File: src/rtl/uart_rx_capture_pkg.sv
// Shared types and constants for the UART RX capture stage.
package uart_rx_capture_pkg;

  localparam int unsigned ByteW = 8;

  typedef enum logic [1:0] {
    StIdle = 2'd0,
    StEcho = 2'd1,
    StWait = 2'd2
  } state_e;

endpackage

File: src/rtl/uart_rx_capture_if.sv
// UART FIFO handshake bundle: RX pop side and TX push side.
interface uart_rx_capture_if;
  import uart_rx_capture_pkg::*;

  logic             rx_empty;
  logic [ByteW-1:0] r_data;
  logic             rd_uart;
  logic             tx_full;
  logic             wr_uart;
  logic [ByteW-1:0] w_data;

  // master: the capture stage; slave: the FIFO pair
  modport master (
    input  rx_empty,
    input  r_data,
    input  tx_full,
    output rd_uart,
    output wr_uart,
    output w_data
  );

  modport slave (
    output rx_empty,
    output r_data,
    output tx_full,
    input  rd_uart,
    input  wr_uart,
    input  w_data
  );

endinterface

File: src/rtl/uart_rx_capture_disp_shift_reg.sv
// Byte-wide shift register feeding the hex display; newest byte lands in [7:0].
module uart_rx_capture_disp_shift_reg
  import uart_rx_capture_pkg::*;
#(
  parameter int unsigned DispW = 16
) (
  input  logic             clk,
  input  logic             reset,
  input  logic             load_i,
  input  logic [ByteW-1:0] byte_i,
  output logic [DispW-1:0] disp_o
);

  logic [DispW-1:0] disp_d, disp_q;
  logic [DispW-1:0] shifted;

  if (DispW > ByteW) begin : g_shift
    assign shifted = {disp_q[DispW-ByteW-1:0], byte_i};
  end else begin : g_single
    assign shifted = byte_i;
  end

  always_comb begin
    disp_d = disp_q;
    if (load_i) begin
      disp_d = shifted;
    end
  end

  always_ff @(posedge clk or posedge reset) begin
    if (reset) begin
      disp_q <= '0;
    end else begin
      disp_q <= disp_d;
    end
  end

  assign disp_o = disp_q;

endmodule

File: src/rtl/uart_rx_capture.sv
// Pops bytes from the UART RX FIFO into a display shift register and counts them.
// Optional TX echo of every byte is enabled by defining UART_RX_ECHO_EN.
module uart_rx_capture
  import uart_rx_capture_pkg::*;
#(
  parameter int unsigned DISP_W = 16,
  parameter int unsigned CNT_W  = 8
) (
  input  logic                clk,
  input  logic                reset,
  uart_rx_capture_if.master   bus,
  output logic [DISP_W-1:0]   disp_val,
  output logic [CNT_W-1:0]    byte_cnt,
  output logic                new_byte
);

`ifdef UART_RX_ECHO_EN
  localparam state_e AfterPop = StEcho;
`else
  localparam state_e AfterPop = StWait;
`endif

  state_e           state_q, state_d;
  logic             armed_q;
  logic             take;
  logic             rd_d, rd_q;
  logic             nb_d, nb_q;
  logic [CNT_W-1:0] cnt_d, cnt_q;
`ifdef UART_RX_ECHO_EN
  logic [ByteW-1:0] byte_d, byte_q;
  logic [ByteW-1:0] wdata_d, wdata_q;
  logic             wr_d, wr_q;
`endif

  // armed_q keeps the first edge after reset release strobe-free
  assign take = (state_q == StIdle) && armed_q && !bus.rx_empty;

  always_ff @(posedge clk or posedge reset) begin
    if (reset) begin
      state_q <= StIdle;
      armed_q <= 1'b0;
    end else begin
      state_q <= state_d;
      armed_q <= 1'b1;
    end
  end

  always_comb begin
    state_d = state_q;
    unique case (state_q)
      StIdle: if (take) state_d = AfterPop;
`ifdef UART_RX_ECHO_EN
      StEcho: if (!bus.tx_full) state_d = StWait;
`endif
      StWait: state_d = StIdle;
      default: state_d = StIdle;
    endcase
  end

  always_comb begin
    rd_d  = take;
    nb_d  = take;
    cnt_d = take ? cnt_q + CNT_W'(1) : cnt_q;
`ifdef UART_RX_ECHO_EN
    byte_d  = take ? bus.r_data : byte_q;
    wr_d    = (state_q == StEcho) && !bus.tx_full;
    wdata_d = wr_d ? byte_q : wdata_q;
`endif
  end

  always_ff @(posedge clk or posedge reset) begin
    if (reset) begin
      rd_q    <= 1'b0;
      nb_q    <= 1'b0;
      cnt_q   <= '0;
`ifdef UART_RX_ECHO_EN
      byte_q  <= '0;
      wr_q    <= 1'b0;
      wdata_q <= '0;
`endif
    end else begin
      rd_q    <= rd_d;
      nb_q    <= nb_d;
      cnt_q   <= cnt_d;
`ifdef UART_RX_ECHO_EN
      byte_q  <= byte_d;
      wr_q    <= wr_d;
      wdata_q <= wdata_d;
`endif
    end
  end

  uart_rx_capture_disp_shift_reg #(
    .DispW (DISP_W)
  ) u_disp (
    .clk    (clk),
    .reset  (reset),
    .load_i (take),
    .byte_i (bus.r_data),
    .disp_o (disp_val)
  );

  assign bus.rd_uart = rd_q;
  assign new_byte    = nb_q;
  assign byte_cnt    = cnt_q;

`ifdef UART_RX_ECHO_EN
  assign bus.wr_uart = wr_q;
  assign bus.w_data  = wdata_q;
`else
  logic unused_tx_full;
  assign unused_tx_full = bus.tx_full;
  assign bus.wr_uart    = 1'b0;
  assign bus.w_data     = '0;
`endif

endmodule

File: src/flat_wrapper.sv
// flat-port wrapper written by rule: the top's interface ports become plain ports
module uart_rx_capture_flat import uart_rx_capture_pkg::*;
#(
  parameter int unsigned DISP_W = 16,
  parameter int unsigned CNT_W  = 8
)
  (clk, reset, disp_val, byte_cnt, new_byte, bus_rx_empty, bus_r_data, bus_tx_full, bus_rd_uart, bus_wr_uart, bus_w_data);
  uart_rx_capture_if bus_i ();
  input  logic clk;
  input  logic reset;
  output logic [DISP_W-1:0] disp_val;
  output logic [CNT_W-1:0] byte_cnt;
  output logic new_byte;
  input wire logic [$bits(bus_i.rx_empty)-1:0] bus_rx_empty;
  input wire logic [$bits(bus_i.r_data)-1:0] bus_r_data;
  input wire logic [$bits(bus_i.tx_full)-1:0] bus_tx_full;
  output wire logic [$bits(bus_i.rd_uart)-1:0] bus_rd_uart;
  output wire logic [$bits(bus_i.wr_uart)-1:0] bus_wr_uart;
  output wire logic [$bits(bus_i.w_data)-1:0] bus_w_data;
  assign bus_i.rx_empty = bus_rx_empty;
  assign bus_i.r_data = bus_r_data;
  assign bus_i.tx_full = bus_tx_full;
  assign bus_rd_uart = bus_i.rd_uart;
  assign bus_wr_uart = bus_i.wr_uart;
  assign bus_w_data = bus_i.w_data;
  uart_rx_capture #(.DISP_W(DISP_W), .CNT_W(CNT_W)) u_core (.clk(clk), .reset(reset), .bus(bus_i), .disp_val(disp_val), .byte_cnt(byte_cnt), .new_byte(new_byte));
endmodule
File: config.mk
export PLATFORM = sky130hd
export DESIGN_NAME = uart_rx_capture_flat
export DESIGN_NICKNAME = d
export VERILOG_FILES = /design/src/rtl/uart_rx_capture_pkg.sv /design/src/rtl/uart_rx_capture_if.sv /design/src/rtl/uart_rx_capture_disp_shift_reg.sv /design/src/rtl/uart_rx_capture.sv /design/src/flat_wrapper.sv
export SDC_FILE = /design/constraint.sdc
export NUM_CORES = 1
export LEC_CHECK = 0
export CELL_PAD_IN_SITES_DETAIL_PLACEMENT = 1
export CELL_PAD_IN_SITES_GLOBAL_PLACEMENT = 1
export CORE_MARGIN = 4
export CORE_UTILIZATION = 36
export DETAILED_ROUTE_END_ITERATION = 6
export GPL_TIMING_DRIVEN = 1
export PLACE_DENSITY = 0.93
export REMOVE_ABC_BUFFERS = 1
export SLEW_MARGIN = 20
export SYNTH_ARGS = -nofsm -noshare
export SYNTH_HDL_FRONTEND = slang
export SYNTH_HIERARCHICAL = 1
export SYNTH_SLANG_ARGS = --single-unit
export TNS_END_PERCENT = 20
File: constraint.sdc
create_clock -name clk -period 2.46 [get_ports clk]
set_input_delay 0.492 -clock clk [delete_from_list [all_inputs] [get_ports clk]]
set_output_delay 0.492 -clock clk [all_outputs]
set_load 0.02 [all_outputs]
==> summary.txt <==
STA
  – Max-slew headroom at the worst pin: 57.4%
  – Final count of negative-setup-slack endpoints: 0
  – Slew at the pin closest to its max-slew limit: 0.638 ns
  – Worst hold margin: 0.464 ns
  – RSZ-0062 raised after global routing: false
  – Setup TNS: 0 ns
  – Final period demand of the worst path: 1.93 ns
  – Fin worst setup slack: 0.525 ns
  – Number of hold violations in the final report: 0
  – Period utilization: 78.6%
  – Worst clock skew on the final layout: 0.00856 ns
  – Max Clk Rate: 517 MHz
  – Final-report max-slew violation count: 0

Critical path
  – Launch instance of the worst register-to-register path: u_core/state_q[1]
  – Number of buffers and inverters on the critical path: 1
  – Setup CP Type: flop to output port
  – Sort of element at the start of the critical path: flop
  – Element type at the critical path end: output port
  – Required @ worst endpoint: 1.97 ns
  – Number of cells on the worst reg-to-reg path: 3
  – Reg2reg setup slack: 0.98 ns
  – Worst setup path startpoint: u_core/byte_cnt[2]
  – Capturing element of the worst setup path: byte_cnt[2]
  – Arrival time of the worst setup path: 1.44 ns
  – Top cell family by delay on the critical path: buffers and inverters
  – Largest fanout of any net on the critical path: 5
  – Largest incremental delay on the critical path: 0.64 ns
  – Logic depth of the worst setup path including buffers: 1
  – Worst path cell trace: clkdlybuf4s50_1
  – Reg-to-reg endpoint: u_core/u_disp/disp_o[3]
  – Cell at the slowest stage of the critical path: sky130_fd_sc_hd__clkdlybuf4s50_1

Clock tree
  – Maximum clock path buffer count: 2
  – Cts bufs inserted: 3
  – TritonCTS clock tree: yes
  – Clk_lat worst skew: 0.33 ns
  – Post-CTS resize count: 0
  – Clock-pin transition on the worst setup and hold timing paths: 0.15 ns
  – H-tree Lvls: 1
  – Clk sink count: 27
  – Number of buffers added to fix hold violations after cts: 0
  – Clk root buf: sky130_fd_sc_hd__clkbuf_4
  – Number of buffers added for setup after CTS: 0

Placed design
  – Final weighted congestion of routability-driven global placement: 0.659
  – DP Worst Slack: 0.437 ns
  – Port Buffers: 36
  – Detail Placement HPWL: 1810 µm

Global routing
  – Overall fraction of global-route tracks in use: 12.1%
  – Maximum number of pins on one net before global-route repair: 26
  – Wire length of the first global-routing pass: 3750 µm
  – Via count of the first global-routing pass: 777
  – Overall overflow remaining after global route: 0
  – Number of antenna violations at the first check in global routing: 0

Synth
  – Async set or reset register ratio after synthesis: 100%
  – Fraction of the yosys area taken by sequential cells: 57.7%
  – Post-synthesis register bit count: 27
  – Commonest cells in the netlist: sky130_fd_sc_hd__dfrtp_1 (27), sky130_fd_sc_hd__buf_4 (10), sky130_fd_sc_hd__mux2_4 (10), sky130_fd_sc_hd__mux2_2 (7), sky130_fd_sc_hd__xnor2_1 (6)
  – Top-area cell type share of the netlist area: 57.7%
  – Top_reg_cell synth: sky130_fd_sc_hd__dfrtp_1
  – Post-Syn Area per Cell: 15.0 µm²
  – Most area-consuming cells after synthesis: sky130_fd_sc_hd__dfrtp_1 (58%), sky130_fd_sc_hd__mux2_4 (13%), sky130_fd_sc_hd__mux2_2 (6.7%)
  – Warnings, synthesis: 6
  – Most common cell in the synthesized netlist: sky130_fd_sc_hd__dfrtp_1
  – Top cell type by total area after synthesis: sky130_fd_sc_hd__dfrtp_1
  – Library cells used by synthesis: 16
  – Number of instances in the synthesized netlist: 78
  – Number of flops mapped to enable cells by yosys: 0
  – Post-synthesis cell area: 0.00117 mm²

Power
  – PD cells: 907 mW/mm²
  – Peak supply drop: 0.355 mV
  – Leakage dissipation: 0.681 nW

Run
  – Number of max-cap violations: 0

Cells and area
  – Share of post-route cells with drive strength above 1: 20.0%
  – Growth of design area from synthesis to finish: 32.3%
  – Number of nets in the finished design: 129
  – Ant. Diodes: 0
  – Fill cell count: 312

Drt
  – Met1 wire length: 877 µm
  – Initial DRT Pass Iterations: 2
  – Count of unresolved DRC violations after routing: 0
  – Final routed wire length divided by cell count: 14.9 µm
  – Total wirelength of the detailed-routed design: 2370 µm
  – Via count: 701
  – First DRT Iteration DRCs: 14
  – Wire length on met2: 1280 µm
  – Top routing layer used: met4
  – Post-detailed-route count of antenna-violating nets: 0
  – Via-per-instance ratio: 4.41
  – Met3 wire length: 157 µm

Die
  – Die boundary height: 65.0 µm
  – Die Span X: 65.0 µm
  – Die footprint: 0.00423 mm²
  – Starting density of the core: 38.0%
  – Placement Rows: 20
  – CORE AREA: 0.00308 mm²
  – Io pins: 47

Hold path
  – Worst min path class: input port to asynchronous set/reset pin

Outcome
  – Run status: completed
registers in the layout (all words and copies together), names as in the netlist:
name / cells
u_core/armed_q: 1
u_core/new_byte: 1
u_core/byte_cnt: 8
u_core/u_disp/disp_o: 16
u_core/state_q: 1
through the flow:
| stage | util (%) | instances | power, W | area [µm²] |
|---|---|---|---|---|
| floorplan | - | 74 | 0.000935 | 1090 |
| global placement | 49.3 | 155 | 0.00119 | 1520 |
| detailed placement | 49.3 | 155 | 0.00122 | 1520 |
| CTS | 50.3 | 159 | 0.00143 | 1550 |
| global route | 50.3 | 159 | 0.00149 | 1550 |
| finish | 50.3 | 159 | 0.00141 | 1550 |
power breakdown:
group / total, W / switching (W) / internal (W)
registers: 0.000644 / 0.0000951 / 0.000549
logic: 0.000558 / 0.000255 / 0.000303
clock network: 0.000203 / 0.000137 / 0.0000664
routing by layer:
metal  vias up  global-route usage (%)
met4         0                    7.77
met5         -                       0
met1       351                    13.0
met3         5                    2.43
li1        314                       -
met2        31                    21.6
worst register-to-register path, cell delays in order (launching register included):
cell and delay [ns]:
sky130_fd_sc_hd__dfrtp_1 0.44, sky130_fd_sc_hd__nor3b_4 0.18, sky130_fd_sc_hd__buf_4 0.36, sky130_fd_sc_hd__mux2_2 0.39
layout make-up:
class / count / area [µm²] / area share [%]
Clock inverter: 1 / 8.76 / 0.565
Timing Repair Buffer: 37 / 368 / 23.7
Tap cell: 44 / 55.1 / 3.55
Sequential cell: 27 / 676 / 43.6
Clock buffer: 3 / 22.5 / 1.45
Inverter: 2 / 7.51 / 0.485
Multi-Input combinational cell: 45 / 412 / 26.6
cells by family (layout without fill, tap and decap cells):
family,count (synthesis),count (layout),share of synthesized area [%]
buf+inv,14,43,9.72
fa+ha+maj,1,1,1.07
simple gates,10,10,6.09
xor+xnor,7,7,5.24
mux,17,17,19.6
other cells,2,10,0.641
flops,27,27,57.7
layout by cell type (no fill, tap or decap):
cell / instances
sky130_fd_sc_hd__inv_1: 2
sky130_fd_sc_hd__nor3b_4: 1
sky130_fd_sc_hd__nor3b_1: 1
sky130_fd_sc_hd__buf_4: 1
sky130_fd_sc_hd__mux2_2: 7
sky130_fd_sc_hd__inv_6: 1
sky130_fd_sc_hd__conb_1: 10
sky130_fd_sc_hd__clkdlybuf4s50_1: 36
sky130_fd_sc_hd__nand4_1: 4
sky130_fd_sc_hd__dfrtp_1: 27
sky130_fd_sc_hd__ha_1: 1
sky130_fd_sc_hd__and3_1: 2
sky130_fd_sc_hd__xnor2_1: 6
sky130_fd_sc_hd__xor2_1: 1
sky130_fd_sc_hd__nand2_1: 2
sky130_fd_sc_hd__mux2_4: 10
sky130_fd_sc_hd__clkbuf_4: 3
worst min-delay path by stage:
stage                                     to                from  cells past startpoint
after floorplan               u_core/armed_q               reset                      1
after global placement    u_core/byte_cnt[7]  u_core/byte_cnt[7]                      1
after detailed placement  u_core/byte_cnt[7]  u_core/byte_cnt[7]                      1
after CTS                     u_core/armed_q               reset                      2
after global routing      u_core/byte_cnt[1]               reset                      2
final                         u_core/armed_q               reset                      2
Power figures use the tool's default switching activity.
==> RTL edit 1: new RTL, config.mk and constraints unchanged <==
Build with the macro `UART_RX_ECHO_EN` defined.
--- a/src/rtl/uart_rx_capture.sv
+++ b/src/rtl/uart_rx_capture.sv
@@ -2,2 +2,4 @@
 // Optional TX echo of every byte is enabled by defining UART_RX_ECHO_EN.
+`define UART_RX_ECHO_EN
+
 module uart_rx_capture
Check against the original RTL: not equivalent (Yosys sat finds a counterexample within 4 cycles, from zero or initial values and one cycle with reset high).
==> RTL edit 1 against the unedited design <==
Clock skew fell by 0.0019 ns; routed wire length rose by 51%; critical path depth rose by 4; sequential cell count rose by 18; area after synthesis rose by 52%; setup slack improved by 0.060 ns; clock power rose by 130%; synthesized cell count rose by 67%; design area rose by 56%; count of clock-buffer cells in the layout rose by 3; total power rose by 92%.
==> RTL edit 1: results (changes against the unedited design) <==
- The flow ran to the end, and the final reports show no timing, DRC or antenna violations.
- After synthesis, the cell types taking the most area are sky130_fd_sc_hd__dfrtp_1, sky130_fd_sc_hd__mux2_2, sky130_fd_sc_hd__mux2_4, sky130_fd_sc_hd__nand2_1, sky130_fd_sc_hd__xor2_1.
- In this run the critical register-to-register path is launched from u_core/state_q[0].
- The pin count of the biggest net entering global routing was 30 (+15%).
- The average wire per standard cell is 14.48 um (-2.9%).
- The global-route total usage across every layer came to 0.1370 (+0.01558).
- The number of distinct library cells after synthesis is 22 (+6).
- The relative max-transition margin came to 0.5584 (-0.01545).
- The number of iterations in the first detailed-routing pass is 3 (+1).
- The count of input and output buffers is 46 (+28%).
- The number of global-route vias before repair was 1334 (+72%).
- The multiplexer share of the synthesized area came to 0.1724 (-0.02312).
- The XOR/XNOR share of the synthesized area was 0.03434 (-0.01801).
- The first-pass GRT wire length came to 6.334 mm (+69%).
- The final layout net count is 193 (+50%).
- The endpoint of the worst-slack reg-to-reg timing path is u_core/u_disp/disp_o[2].
- The largest fanout on the critical path was 28 (+23).
- The arrival time at the worst endpoint is 2.06 ns (+0.62 ns).
- The minimum setup slack among reg-to-reg paths was 0.70 ns (-0.28 ns).
- The via density per instance is 4.508 (+2.3%).
- The maximum VDD drop is 0.4311 mV (+21%).
- The clock network latency to the later pin of the worst-skew pair is 0.30 ns (-0.03 ns).
- The post-synthesis share of cell area spent on full adders, half adders and majority gates is 0.007008 (-0.003676).
- The global placer's final weighted congestion is 0.6908 (+4.8%).
- By count the netlist is led by sky130_fd_sc_hd__dfrtp_1, sky130_fd_sc_hd__nand2_1, sky130_fd_sc_hd__mux2_2, sky130_fd_sc_hd__mux2_4, sky130_fd_sc_hd__xor2_1.
- The net switching share of the total power came to 0.3357 (-0.01097).
- The clock buffer count from CTS came to 5 (+2).
- The ratio of cells with drive above 1 in the final layout is 0.2099 (+0.009945).
- The slowest stage of the critical path is the sky130_fd_sc_hd__or4b_1 cell.
- The post-CTS clock slew at the launch and capture registers of the worst setup and hold paths is 0.08 ns (-0.07 ns).
- The worst-case reg-to-reg path depth came to 4 (+1).
- The cell at the root of the clock tree is sky130_fd_sc_hd__clkbuf_8.
- The filler cell count in the final layout is 498 (+60%).
- The path class of the tightest hold or removal check is reg -> reg.
- The sequential area share after synthesis came to 0.6307 (+0.05377).
## RTL edit 1: worst max-delay path by stage
stage                                    endpoint  slack, ns
after CTS                             byte_cnt[2]       0.58
after floorplan           u_core/u_disp/disp_o[0]       0.03
after global placement    u_core/u_disp/disp_o[1]       0.31
after global routing           u_core/byte_cnt[7]       0.49
final                     u_core/u_disp/disp_o[2]       0.59
after detailed placement  u_core/u_disp/disp_o[2]       0.27
## RTL edit 1: worst register-to-register path: cells and delay by family (launching register included)
kind | cells | cell delay (ns)
simple gates | 1 | 0.55
flops | 1 | 0.41
mux | 1 | 0.37
buf+inv | 2 | 0.32
## RTL edit 1: layer usage
metal	global-route usage	vias up	wire length, um
li1	-	518	-
met1	0.1554	562	1518
met2	0.2260	31	1777
met3	0.04472	7	209
met4	0.07867	0	87
met5	0	-	0
## RTL edit 1: layout make-up
type / count / area (um2) / share of cell area
clock buffer: 6 / 82.58 / 0.03425
clock inverter: 2 / 13.76 / 0.005708
inverter: 3 / 11.26 / 0.004670
multi-input combinational: 75 / 590.6 / 0.2449
sequential: 45 / 1126 / 0.4670
tap: 67 / 83.83 / 0.03477
timing repair buffer: 50 / 503.0 / 0.2086
## RTL edit 1: power by group through the flow
stage               clock network (W)  logic (W)  registers (W)
floorplan                           0   0.000306        0.00140
global placement                    0    0.00106        0.00116
detailed placement                  0    0.00108        0.00118
CTS                          0.000500    0.00109        0.00116
global route                 0.000524    0.00114        0.00120
finish                       0.000476    0.00107        0.00116
## RTL edit 1: cells by family (layout without fill, tap and decap cells)
| kind of cell | Yosys count | count (layout) |
|---|---|---|
| AND/OR/NAND/NOR | 42 | 42 |
| adder cells (fa/ha/maj) | 1 | 1 |
| multiplexers | 24 | 24 |
| XOR/XNOR | 7 | 7 |
| buffers and inverters | 10 | 61 |
| flip-flops | 45 | 45 |
| other | 1 | 1 |
## RTL edit 1: through the flow
| stage | cells | hold slack [ns] | worst slack (ns) | cell area, um2 |
|---|---|---|---|---|
| floorplan | 123 | 0.4057 | 0.02626 | 1723 |
| global placement | 240 | 0.4511 | 0.3072 | 2315 |
| detailed placement | 240 | 0.4588 | 0.2731 | 2315 |
| CTS | 248 | 0.4721 | 0.5776 | 2411 |
| global route | 248 | 0.5134 | 0.4898 | 2411 |
| finish | 248 | 0.4636 | 0.5853 | 2411 |
==> RTL edit 2: new RTL, config.mk and constraints unchanged <==
Made on the original files. Put one more register stage on the output `byte_cnt`, without a reset. The value now appears one clock later. The other outputs are not delayed to match.
--- a/src/rtl/uart_rx_capture.sv
+++ b/src/rtl/uart_rx_capture.sv
@@ -104,3 +104,5 @@
   assign new_byte    = nb_q;
-  assign byte_cnt    = cnt_q;
+  always_ff @(posedge clk) begin
+    byte_cnt <= cnt_q;
+  end
 
Behaviour: not the same (a bounded check fails within 4 cycles, from zero or initial values and one cycle with reset high).
==> RTL edit 2 against the unedited design <==
Register-to-register slack better by 0.10 ns; clock power up 96%; combinational power increased by 3.9%; utilization rose by 1.1 points; sequential share of layout area is 3.2 points higher; cell count is 10% higher; synthesized cell count increased by 12%; routed wire length grew 6.7%; design area up 15%; setup slack better by 0.16 ns; non-clock buffer count increased by 1; area after synthesis increased by 14%; total power up 29%; sequential cell count grew 8; critical endpoint is now disp_val[7]; highest routed layer unchanged.
==> RTL edit 2: results (changes against the unedited design) <==
- The filler cell count in the final layout was 365 (+17%).
- The aggregate routed wire length was 2.530 mm (+6.7%).
- The count of inserted antenna diode cells came to 0 (unchanged).
- The via density per instance came to 4.446 (+0.84%).
- The clock sink count is 35 (+30%).
- The ratio of cells with drive above 1 in the final layout came to 0.2171 (+0.01705).
- The sequential area share after synthesis is 0.6243 (+0.04738).
- The deepest clock path buffer count came to 2 (unchanged).
- The post-CTS clock slew at the launch and capture registers of the worst setup and hold paths is 0.07 ns (-0.08 ns).
- Sorting the synthesized cells by how often they occur yields sky130_fd_sc_hd__dfrtp_1, sky130_fd_sc_hd__buf_4, sky130_fd_sc_hd__mux2_4, sky130_fd_sc_hd__dfxtp_1, sky130_fd_sc_hd__mux2_2.
- The proportion of synthesized flip-flops having asynchronous set or reset is 0.7714 (-0.2286).
- The source of the critical timing path is u_core/u_disp/disp_o[7].
- The arrival time at the worst endpoint was 1.28 ns (-0.16 ns).
- The clock skew after layout is 0.005123 ns (-0.003435 ns).
- The clock network latency to the later pin of the worst-skew pair is 0.28 ns (-0.05 ns).
- The slowest stage of the critical path belongs to the cell sky130_fd_sc_hd__clkdlybuf4s50_1.
- The number of distinct library cells after synthesis is 20 (+4).
- The global-route total usage across every layer is 0.1237 (+0.002295).
- The delay of the slowest critical-path stage is 0.62 ns (-0.02 ns).
- The dominant delay contributor by cell family on the critical path is buffers and inverters.
- The post-CTS setup buffer count was 0 (unchanged).
- The initial antenna violation count came to 0 (unchanged).
- The final layout net count is 141 (+9.3%).
- The number of iterations in the first detailed-routing pass is 4 (+2).
- The largest fanout on the critical path is 3 (-2).
- The static power due to leakage is 0.7748 nW (+14%).
- The clock buffer count from CTS is 5 (+2).
- The flow ran to the end, and the final reports show no timing, DRC or antenna violations.
- The number of global-route vias before repair is 855 (+10%).
- The flip-flop count of the largest register after layout was 16 (unchanged).
- The first-pass GRT wire length is 4.015 mm (+7.2%).
- Yosys attributes the largest share of cell area to sky130_fd_sc_hd__dfrtp_1, sky130_fd_sc_hd__dfxtp_1, sky130_fd_sc_hd__mux2_4, sky130_fd_sc_hd__mux2_2, sky130_fd_sc_hd__buf_4.
- The starting DRC count in detailed routing is 47 (+33).
- The pin count of the biggest net entering global routing came to 18 (-31%).
- The slew at the pin closest to its max-slew limit is 0.6510 ns (+0.01250 ns).
- The yosys synthesis warning count came to 6 (unchanged).
- The global placer's final weighted congestion is 0.6505 (-1.3%).
- The path class of the lowest-slack min-delay path is reg -> reg.
- The startpoint of the most critical register-to-register path is u_core/state_q[1].
- The detailed placer's ending HPWL is 1.884 mm (+3.8%).
- The total internal power came to 0.001235 W (+35%).
- The total number of H-tree levels is 2 (+1).
- The count of input and output buffers is 36 (unchanged).
- The cell at the root of the clock tree is sky130_fd_sc_hd__clkbuf_8.
- The maximum VDD drop is 0.4612 mV (+30%).
==> RTL edit 2: changes by cell type after synthesis, sizes merged <==
| cell | delta |
|---|---|
| and2 | +1 |
| and3 | -1 |
| and4 | +1 |
| dfxtp | +8 |
| nand2 | -1 |
| nand3 | +3 |
| nand4 | -2 |
==> RTL edit 2: power groups by stage <==
stage,Clock [W],Combinational (W),Sequential (W)
6_report,0.000398,0.000580,0.000833
5_1_grt,0.000447,0.000621,0.000855
4_1_cts,0.000418,0.000591,0.000837
2_1_floorplan,0,0.000173,0.000956
3_3_place_gp,0,0.000570,0.000826
3_5_place_dp,0,0.000585,0.000845
==> RTL edit 2: cell type report <==
type,instances,area (um2),share of cell area
Clock inverter,3,20.02,0.01122
Tap cell,46,57.56,0.03226
Timing Repair Buffer,38,375.4,0.2104
Inverter,2,7.507,0.004208
Multi-Input combinational cell,46,419.2,0.2349
Clock buffer,5,68.82,0.03857
Sequential cell,35,835.8,0.4684
==> RTL edit 2: per-layer routing <==
metal	track usage	vias to the layer above	routed length, um
li1	-	349	-
met2	0.2095	36	1308
met1	0.1278	389	965
met3	0.04538	4	197
met5	0	-	0
met4	0.08029	0	58
==> RTL edit 2: path summary, 6_finish.rpt <==
check                                          endpoint  slack [ns]  cells after the start
min in group asynchronous               u_core/cnt_q[6]        0.56                      2
max in group asynchronous       u_core/u_disp/disp_o[8]        1.38                      2
worst max-delay path                        disp_val[7]        0.69                      1
worst min register to register       u_core/byte_cnt[7]        0.41                      0
worst max register to register  u_core/u_disp/disp_o[0]        1.08                      3
worst min-delay path                 u_core/byte_cnt[7]        0.41                      0
==> RTL edit 2: cells by family (layout without fill, tap and decap cells) <==
family / after synthesis / in the layout / synth area share
DFF: 35 / 35 / 0.6243
other: 2 / 10 / 0.005610
adders and majority gates: 1 / 1 / 0.009344
muxes: 17 / 17 / 0.1710
and+or+nand+nor: 11 / 11 / 0.05888
xor gates and xnor gates: 7 / 7 / 0.04580
buffers and inverters: 14 / 48 / 0.08505
==> RTL edit 2: metrics by stage <==
step	cell area (um2)	instances	setup slack, ns	total power [W]	hold slack [ns]
floorplan	1262	83	0.6217	0.001129	0.3444
global placement	1695	167	0.5399	0.001396	0.3786
detailed placement	1695	167	0.5000	0.001429	0.3963
CTS	1784	175	0.6645	0.001846	0.4134
global route	1784	175	0.6251	0.001923	0.4277
finish	1784	175	0.6899	0.001811	0.4112
